==> src/rtl/fir_tap_accumulator.sv <==
// rtl/fir_tap_accumulator.sv - sums NUM_TAPS signed samples per frame behind valid/ready handshakes
// Define FIR_ACC_SATURATE_EN to clamp the accumulator on overflow instead of wrapping.
module fir_tap_accumulator #(
  parameter int DATA_WIDTH = 16,
  parameter int ACC_WIDTH  = 17,
  parameter int NUM_TAPS   = 4
) (
  input  logic                  clk,
  input  logic                  rst_n,
  input  logic                  clr,
  input  logic                  in_valid,
  output logic                  in_ready,
  input  logic [DATA_WIDTH-1:0] in_data,
  output logic                  out_valid,
  input  logic                  out_ready,
  output logic [ACC_WIDTH-1:0]  out_data,
  output logic                  out_ovf
);

  localparam int CNT_WIDTH = $clog2(NUM_TAPS + 1);
  localparam logic [CNT_WIDTH-1:0] LAST_CNT = CNT_WIDTH'(NUM_TAPS - 1);
  localparam int MSB = ACC_WIDTH - 1;

  typedef enum logic [1:0] {IDLE, ACCUM, HOLD} state_t;

  state_t                 state, state_n;
  logic [ACC_WIDTH-1:0]   acc, acc_n;
  logic [CNT_WIDTH-1:0]   tap_cnt, cnt_n;
  logic                   ovf, ovf_n;

  logic [ACC_WIDTH-1:0]   ext;
  logic [ACC_WIDTH-1:0]   sum;
  logic [ACC_WIDTH-1:0]   acc_add;
  logic                   carry;
  logic                   add_ovf;
  logic                   accept;

  assign ext = ACC_WIDTH'($signed(in_data));

  // Explicit ripple-carry chain, carry-in 0.
  always_comb begin
    carry = 1'b0;
    sum   = '0;
    for (int i = 0; i < ACC_WIDTH; i++) begin
      sum[i] = acc[i] ^ ext[i] ^ carry;
      carry  = (acc[i] & ext[i]) | (carry & (acc[i] ^ ext[i]));
    end
  end

  assign add_ovf = (acc[MSB] == ext[MSB]) && (sum[MSB] != acc[MSB]);

`ifdef FIR_ACC_SATURATE_EN
  localparam logic [ACC_WIDTH-1:0] ACC_MAX = {1'b0, {(ACC_WIDTH-1){1'b1}}};
  localparam logic [ACC_WIDTH-1:0] ACC_MIN = {1'b1, {(ACC_WIDTH-1){1'b0}}};
  // Overflow direction follows the common operand sign.
  assign acc_add = add_ovf ? (acc[MSB] ? ACC_MIN : ACC_MAX) : sum;
`else
  assign acc_add = sum;
`endif

  assign in_ready  = rst_n && (state != HOLD);
  assign out_valid = (state == HOLD);
  assign out_data  = acc;
  assign out_ovf   = ovf;
  assign accept    = in_valid && in_ready;

  always_comb begin
    state_n = state;
    acc_n   = acc;
    cnt_n   = tap_cnt;
    ovf_n   = ovf;
    case (state)
      IDLE: begin
        if (accept) begin
          acc_n   = ext;
          cnt_n   = CNT_WIDTH'(1);
          ovf_n   = 1'b0;
          state_n = (NUM_TAPS == 1) ? HOLD : ACCUM;
        end
      end
      ACCUM: begin
        if (accept) begin
          acc_n = acc_add;
          ovf_n = ovf | add_ovf;
          cnt_n = tap_cnt + CNT_WIDTH'(1);
          if (tap_cnt == LAST_CNT) begin
            state_n = HOLD;
          end
        end
      end
      HOLD: begin
        if (out_ready) begin
          state_n = IDLE;
          cnt_n   = '0;
        end
      end
      default: begin
        state_n = IDLE;
      end
    endcase
    // Frame abort outranks any accept or output handshake in the same cycle.
    if (clr) begin
      state_n = IDLE;
      acc_n   = '0;
      cnt_n   = '0;
      ovf_n   = 1'b0;
    end
  end

  always_ff @(posedge clk or negedge rst_n) begin
    if (!rst_n) begin
      state   <= IDLE;
      acc     <= '0;
      tap_cnt <= '0;
      ovf     <= 1'b0;
    end else begin
      state   <= state_n;
      acc     <= acc_n;
      tap_cnt <= cnt_n;
      ovf     <= ovf_n;
    end
  end

endmodule

==> config.mk <==
export PLATFORM = sky130hd
export DESIGN_NAME = fir_tap_accumulator
export DESIGN_NICKNAME = d
export VERILOG_FILES = /design/src/rtl/fir_tap_accumulator.sv
export SDC_FILE = /design/constraint.sdc
export NUM_CORES = 1
export LEC_CHECK = 0
export ABC_AREA = 1
export BUFFER_PORTS_ARGS = -buffer_cell sky130_fd_sc_hd__buf_2
export CAP_MARGIN = 10
export CORE_MARGIN = 2
export CORE_UTILIZATION = 57
export CTS_CLUSTER_SIZE = 25
export DETAILED_ROUTE_END_ITERATION = 6
export GPL_TIMING_DRIVEN = 0
export PLACE_DENSITY = 0.84
export SLEW_MARGIN = 15
export SYNTH_ARGS = -nofsm -noshare
export SYNTH_HDL_FRONTEND = slang
export SYNTH_SLANG_ARGS = --single-unit
==> constraint.sdc <==
create_clock -name clk -period 11.4 [get_ports clk]
set_input_delay 0 -clock clk [delete_from_list [all_inputs] [get_ports clk]]
set_output_delay 0 -clock clk [all_outputs]
set_load 0.02 [all_outputs]
==> impl_metrics.csv <==
group,metric,value,unit
outcome,outcome,"finished with violations",
outcome,failed_checks,"negative hold slack",
clock_network,cts-buffers-inserted,3,
clock_network,postCtsSetupBuffers,0,
clock_network,root_buffer,"clkbuf_4",
clock_network,cts_tree,"done",
global_route,grt_pass1_vias,1406,
route,ant_nets,0,
global_route,grt_use_total,0.242,
final_layout,final_common_cell,"buf_2",
route,vias_per_cell,5.55,
floorplan,fp.dieH,57.7,µm
logic_synthesis,synth_seq_area_share,0.350,
pwr,total_power,453,µW
worst_setup_path,worstPathArrival,7.23,ns
worst_setup_path,endpoint_kind,"flop",
global_route,grt_max_degree,26,
floorplan,placement_rows,19,
final_layout,final_core_util,0.700,
pwr,switching_share,0.486,
clock_network,clock_latency,0.32,ns
final_layout,nNetsFinal,260,
final_layout,area_growth,17.4,%
floorplan,core,0.00276,mm²
clock_network,cts.clk_slew.worst_paths,0.13,ns
logic_synthesis,synth-seq-cells,23,
route,first_pass_iters,5,
timing,period_share,0.610,
timing,final_hold_viol_count,1,
final_layout,final_area,0.00193,mm²
clock_network,clk_path_buf_depth,2,
logic_synthesis,synth_area_leaders,"dfrtp_1 (35%), fa_1 (18%), nand2_1 (9.1%)",
min_path,min_path_type,"primary input to flop",
route,num_vias,1372,
floorplan,die_x,57.7,µm
timing,finalSetupViolCount,0,
timing,slew_headroom,0.628,
timing,rsz0062_at_grt,"false",
placement,pre_cts_ws,4.52,ns
timing,worst_slack,4.45,ns
clock_network,h-tree-depth,1,
route,drtIter0Drc,57,
logic_synthesis,synth_top_area_cell,"dfrtp_1",
worst_setup_path,startpoint_type,"flop",
floorplan,ios,41,
logic_synthesis,syn_nets,213,
logic_synthesis,yosys.area.top_type_share,0.350,
placement,numPortBuffers,40,
job,maxCapViolations,0,
floorplan,die-area,0.00333,mm²
floorplan,start_util,0.596,
logic_synthesis,ys_types,23,
route,wl,3450,µm
pwr,seq_power_share,0.310,
logic_synthesis,syn_area,0.00164,mm²
placement,dp_hpwl,2630,µm
worst_setup_path,worstPathMaxFanout,3,
logic_synthesis,postSynthAreaPerCell,9.67,µm²
placement,dp.cells,241,
placement,place.gp.congestion,0.875,
pwr,comb_power_share,0.604,
pwr,power_density,235,mW/mm²
route,wl_per_cell,14.0,µm
timing,tns,0,ns
timing,clock.fmax,0.144,GHz
route,drc,0,
worst_setup_path,crit_slowest_cell,"dfrtp_1",
clock_network,cts_sinks,23,
global_route,grt_pass1_wl,6310,µm
final_layout,final_cells,247,
final_layout,drive_gt1_frac,0.301,
global_route,antenna_found_initial,0,
timing,fin_crit,6.95,ns
clock_network,cts_resized,0,
timing,worstMarginPinSlew,0.559,ns
worst_setup_path,setup.worst_path.class,"flop to flop",
worst_setup_path,crit_path_max_incr_delay,0.42,ns
global_route,overflow,0,
logic_synthesis,yosysWarnings,0,
logic_synthesis,postSynthCellCount,170,
pwr,netSwitchingPower,220,µW
timing,slew_violations,0,
timing,skew,0.00607,ns
pwr,vdd_drop_max,0.000159,V
timing,holdWs,-0.000334,ns
final_layout,layout_common_cells,"buf_2 (42), nand2_1 (40), dfrtp_1 (23)",
worst_setup_path,path_common_cell,"fa_1",
pwr,pwr-share-clk,0.086,
pwr,leakage,0.996,nW
worst_setup_path,required,11.67,ns
placement,postPlaceCellArea,0.00188,mm²
pwr,internal-power,233,µW
final_layout,num_antenna_cells,0,
-- registers in the layout, summed over array words and instances, names as in the netlist --
register  cells
out_ovf       1
state         2
out_data     17
tap_cnt       3
-- area by class of cell --
cell class / instances / area (µm²)
multi-input cells: 123 / 946
fillers: 221 / 828
flip-flops and latches: 23 / 576
repair buffers: 42 / 220
well taps: 31 / 38.8
clock buffers: 4 / 26.3
inverters: 18 / 67.6
plain buffers: 6 / 55.1
-- power groups by stage --
stage          clock network, mW  logic (mW)  registers [mW]
2_1_floorplan                  0       0.169           0.169
3_3_place_gp                   0       0.262           0.139
3_5_place_dp                   0       0.273           0.143
4_1_cts                   0.0394       0.276           0.141
5_1_grt                   0.0428       0.307           0.146
6_report                  0.0392       0.274           0.140
-- cell usage after synthesis, drive strengths merged --
library cell  instances
nand2                44
dfrtp                23
o21ai                20
inv                  18
fa                   15
a22oi                14
nand3                10
nor2                  8
ha                    7
buf                   6
nand3b                2
a21oi                 1
nor3b                 1
o21bai                1
-- critical path: cells and delay by family (launching register included) --
kind / cells / cell delay (ns)
DFF: 1 / 0.42
and+or+nand+nor: 5 / 0.31
buffers and inverters: 4 / 0.25
adders and majority gates: 16 / 5.93
-- repair_timing --
item | 4_1_cts | 5_1_grt
endpoints found under the setup margin | 0 | 0
hold buffers | 2 | 0
hold endpoints to repair | 24 | 0
-- worst paths after layout --
path                             startpoint      endpoint  slack (ns)  cells past startpoint
worst max-delay path            out_data[0]       out_ovf        4.45                     25
worst min-delay path            in_data[12]  out_data[12]     -0.0003                      3
worst max register to register  out_data[0]       out_ovf        4.45                     25
worst min register to register   tap_cnt[1]    tap_cnt[1]        0.50                      2
max in group asynchronous             rst_n    tap_cnt[2]       10.83                      2
min in group asynchronous             rst_n   out_data[9]        0.20                      2
-- kinds of logic (layout without fill, tap and decap cells) --
group | Yosys count | count (layout) | share of synthesized area
and+or+nand+nor | 65 | 65 | 0.191
AOI/OAI and AO/OA | 36 | 36 | 0.148
DFF | 23 | 23 | 0.350
buffers and inverters | 24 | 70 | 0.0746
adders and majority gates | 22 | 22 | 0.236
-- metal layers --
metal  track usage  share of wire  wire, µm
met5             0              0         0
met4        0.0598          0.015        50
met3        0.0335          0.041       142
met2         0.409           0.52      1780
met1         0.332           0.43      1470
Power figures use the tool's default switching activity.
